===== config.mk =====
export PLATFORM = sky130hd
export DESIGN_NAME = signed_result_display
export DESIGN_NICKNAME = d
export VERILOG_FILES = /design/src/rtl/signed_result_display.sv
export SDC_FILE = /design/constraint.sdc
export NUM_CORES = 1
export LEC_CHECK = 0
export ABC_AREA = 1
export CORE_AREA = 2 2 62 64
export CTS_CLUSTER_SIZE = 12
export DETAILED_ROUTE_END_ITERATION = 8
export DIE_AREA = 0 0 64 66
export HOLD_SLACK_MARGIN = 0.08
export PLACE_DENSITY = 0.83
export RECOVER_POWER = 25
export SYNTH_ARGS = -nofsm -noshare
export SYNTH_HDL_FRONTEND = slang
export SYNTH_SLANG_ARGS = --single-unit

===== constraint.sdc =====
create_clock -name clk -period 3.6 [get_ports clk]
set_clock_uncertainty 0.2 [all_clocks]
set_input_delay 0.54 -clock clk [delete_from_list [all_inputs] [get_ports clk]]
set_output_delay 0.54 -clock clk [all_outputs]
set_load 0.01 [all_outputs]

===== src/rtl/signed_result_display.sv =====
// Output stage after the twos-complement converter: accepts a 4-bit signed result,
// converts it to sign + magnitude and multiplexes it onto a 2-digit 7-segment display.
module signed_result_display #(
  parameter int WIDTH       = 4,
  parameter int REFRESH_DIV = 50000
) (
  input  logic             clk,
  input  logic             rst,
  input  logic             in_valid,
  output logic             in_ready,
  input  logic [WIDTH-1:0] in_data,
  output logic [6:0]       seg,
  output logic [1:0]       an,
  output logic             sign_led
);

  localparam int CW = (REFRESH_DIV > 2) ? $clog2(REFRESH_DIV) : 1;
  localparam logic [CW-1:0] CNT_LAST = CW'(REFRESH_DIV - 1);

  typedef enum logic [1:0] {IDLE, CONV, SHOW} state_t;

  state_t           state;
  logic [WIDTH-1:0] data_q;
  logic [WIDTH-1:0] mag_q;
  logic [WIDTH-1:0] mag_next;
  logic             sign_q;
  logic [CW-1:0]    cnt;
  logic             dsel;
  logic             xfer;

  function automatic logic [6:0] glyph(input logic [WIDTH-1:0] m);
    case (m)
      4'd0:    glyph = 7'h40;
      4'd1:    glyph = 7'h79;
      4'd2:    glyph = 7'h24;
      4'd3:    glyph = 7'h30;
      4'd4:    glyph = 7'h19;
      4'd5:    glyph = 7'h12;
      4'd6:    glyph = 7'h02;
      4'd7:    glyph = 7'h78;
      4'd8:    glyph = 7'h00;
      default: glyph = 7'h7F;
    endcase
  endfunction

  assign in_ready = (state != CONV);
  assign xfer     = in_valid & in_ready;

  // -8 negates to 4'b1000, read back as unsigned magnitude 8
  always_comb begin
    mag_next = data_q;
    if (data_q[WIDTH-1])
      mag_next = ~data_q + WIDTH'(1);
  end

  always_ff @(posedge clk or posedge rst) begin
    if (rst) begin
      state    <= IDLE;
      data_q   <= '0;
      mag_q    <= '0;
      sign_q   <= 1'b0;
      cnt      <= '0;
      dsel     <= 1'b0;
      seg      <= 7'h7F;
      an       <= 2'b11;
      sign_led <= 1'b0;
    end else begin
      case (state)
        IDLE: begin
          if (xfer) begin
            data_q <= in_data;
            state  <= CONV;
          end
        end
        CONV: begin
          sign_q   <= data_q[WIDTH-1];
          mag_q    <= mag_next;
          sign_led <= data_q[WIDTH-1];
          cnt      <= '0;
          dsel     <= 1'b0;
          state    <= SHOW;
        end
        SHOW: begin
          // a new transfer pre-empts the refresh step; CONV restarts the mux
          if (xfer) begin
            data_q <= in_data;
            state  <= CONV;
          end else begin
            if (cnt == CNT_LAST) begin
              cnt  <= '0;
              dsel <= ~dsel;
            end else begin
              cnt <= cnt + CW'(1);
            end
            if (!dsel) begin
              an  <= 2'b10;
              seg <= glyph(mag_q);
            end else begin
              an  <= 2'b01;
              seg <= sign_q ? 7'h3F : 7'h7F;
            end
          end
        end
        default: state <= IDLE;
      endcase
    end
  end

endmodule

==> results.json <==
{
  "postCtsSetupRepairBufs": 0,
  "power_leakage_nw": 1.05,
  "swShare": 0.295,
  "drc_errors": 0,
  "synth.distinct_cells": 30,
  "portBuffers": 17,
  "p_comb_frac": 0.269,
  "fin_tns_setup_ns": 0,
  "min_period_over_period": 0.682,
  "power_density_nw_per_um2": 485,
  "vias": 1716,
  "utilization": 0.675,
  "row_count": 22,
  "clk_pin_slew_worst_paths_ns": 0.11,
  "vdd_ir_drop_max_uv": 275,
  "ys_seq_area_frac": 0.441,
  "cts_resized": 0,
  "tightest_slew_ns": 1.90,
  "crit_required_ns": 3.49,
  "area_delta_synth_final_pct": 12.9,
  "fp.dieW_um": 64,
  "cp_max_fo": 37,
  "h-tree-depth": 2,
  "path_cells": "clkdlybuf4s50_1 -> inv_1 -> clkbuf_1",
  "postRouteAntennaNets": 0,
  "rrSetupSlack_ns": 1.78,
  "yosysTopAreaCellShare": 0.330,
  "fill_cells": 294,
  "violations": "capacitance limit, slew limit",
  "p_sw_w": 0.000343,
  "hpwlAfterDp_um": 2820,
  "slowest_stage": "clkbuf_1",
  "insertion_delay_ns": 0.35,
  "finalHoldViolations": 0,
  "grt_max_degree": 38,
  "synth_edf_count": 0,
  "synth_warnings": 0,
  "design.die.area_um2": 4220,
  "finalCriticalPeriod_ns": 2.46,
  "drive_gt1_frac": 0.139,
  "synth_area_um2": 2120,
  "setup_violations": 0,
  "sequentialPowerShare": 0.494,
  "antenna_found_initial": 0,
  "routabilityCongestion": 0.979,
  "cts.sinks": 37,
  "slew_headroom": -0.266,
  "drt_iter0_drc": 137,
  "rsz0062_at_grt": "false",
  "clock.fmax_ghz": 0.407,
  "grt_overflow_total": 0,
  "root_buffer": "clkbuf_4",
  "synth_ff_type": "dfrtp_1",
  "hp-class": "flop to flop",
  "avgSynthCellArea_um2": 8.01,
  "die_h_um": 66,
  "arrival_ns": 2.35,
  "p_clk_frac": 0.237,
  "ctsHoldBuffers": 0,
  "io_pins": 18,
  "postSynthCellCount": 265,
  "coreArea_um2": 3550,
  "grt_util_all_layers": 0.215,
  "synth_top_cell_by_area": "dfrtp_1",
  "maxCapViolations": 1,
  "post_drt_wl_per_cell_um": 11.9,
  "p_int_w": 0.000821,
  "crit_path_end_kind": "asynchronous set/reset pin",
  "synth_seq_cells": 37,
  "synth.area.top_cells": "dfrtp_1 (33%), nand2_1 (15%), dfstp_2 (11%)",
  "initial_core_util": 0.598,
  "nNetsFinal": 300,
  "async_reset_ff_frac": 1.00,
  "grt_pass1_vias": 1653,
  "startpoint_type": "input port",
  "first_pass_iters": 4,
  "clock_path_buffers": 2,
  "cts_tree": "yes",
  "synth_nets": 279,
  "antennaDiodeCount": 0,
  "synth_most_common_cell": "nand2_1",
  "viasPerCell": 5.12,
  "routed_wl_um": 3970,
  "path_class": "input port to asynchronous set/reset pin",
  "status": "finished, violations left",
  "cpPeakStageDelay_ns": 1.36,
  "synth_commonest_cells": "nand2_1 (84), dfrtp_1 (28), inv_1 (28)",
  "slew_viol_final": 38,
  "grt_pass1_wl_um": 7100,
  "cts_buffers": 5
}
==> cell families after synthesis <==
group,after synthesis,share of synthesized area
buffers and inverters,35,0.0737
XOR/XNOR,7,0.0289
adder cells (fa/ha/maj),7,0.0412
flip-flops,37,0.441
AO/OA/AOI/OAI,41,0.127
AND/OR/NAND/NOR,138,0.288
==> stage by stage <==
step           hold WS, ns  instance area (um^2)  worst slack, ns  std cells  total power, W
3_5_place_dp         0.257                  2320             1.19        327        0.000897
5_1_grt              0.299                  2400            0.673        335         0.00124
2_1_floorplan        0.265                  2120             1.97        265        0.000761
6_report             0.273                  2400             1.14        335         0.00116
4_1_cts              0.274                  2400             1.22        335         0.00117
3_3_place_gp         0.265                  2320             1.25        327        0.000895
==> sequential cells by signal, indices dropped and copies added (netlist names) <==
signal	flops
mag_q	4
an	2
seg	7
sign_q	1
data_q	4
state	2
dsel	1
cnt	16
==> cell usage in the layout (no fill, tap or decap), drive strengths merged, types with 7 or more instances in the layout <==
| cell type | n |
|---|---|
| dfstp | 9 |
| nor2 | 28 |
| nand2 | 89 |
| dfrtp | 28 |
| clkbuf | 9 |
| nand4 | 7 |
| o21ai | 26 |
| inv | 31 |
| clkdlybuf4s50 | 17 |
| ha | 7 |
| nand3 | 11 |
==> layout make-up <==
cell class | instances | area, um^2 | share of cell area
inverters | 31 | 116 | 0.0485
multi-input cells | 193 | 1030 | 0.430
repair buffers | 18 | 174 | 0.0725
flip-flops and latches | 37 | 937 | 0.391
clock buffers | 8 | 80.1 | 0.0334
well taps | 48 | 60.1 | 0.0251
==> metal layers <==
| layer | global-route usage | wire, um | up-vias |
|---|---|---|---|
| met5 | 0 | 0 | - |
| met4 | 0.106 | 80 | 0 |
| met3 | 0.0341 | 205 | 15 |
| met2 | 0.326 | 1740 | 50 |
| met1 | 0.301 | 1940 | 760 |
| li1 | - | - | 891 |
==> worst max-delay path: cells and delay by family <==
family   cells  cell delay (ns)
buf+inv      3             1.80
==> power by group through the flow <==
stage | Combinational [W] | Sequential, W | Clock (W)
2_1_floorplan | 0.000169 | 0.000592 | 0
3_3_place_gp | 0.000312 | 0.000583 | 0
3_5_place_dp | 0.000315 | 0.000582 | 0
4_1_cts | 0.000317 | 0.000575 | 0.000281
5_1_grt | 0.000351 | 0.000588 | 0.000297
6_report | 0.000313 | 0.000575 | 0.000275
==> path summary, 6_finish.rpt <==
path | depth (start not counted) | start | end
worst max-delay path | 3 | rst | cnt[15]
worst min register to register | 2 | an[1] | an[1]
max in group clk | 2 | state[0] | in_ready
worst max register to register | 8 | cnt[0] | cnt[12]
worst min-delay path | 2 | an[1] | an[1]
min in group asynchronous | 3 | rst | cnt[9]
No activity file was read; power rests on OpenSTA's default activity.
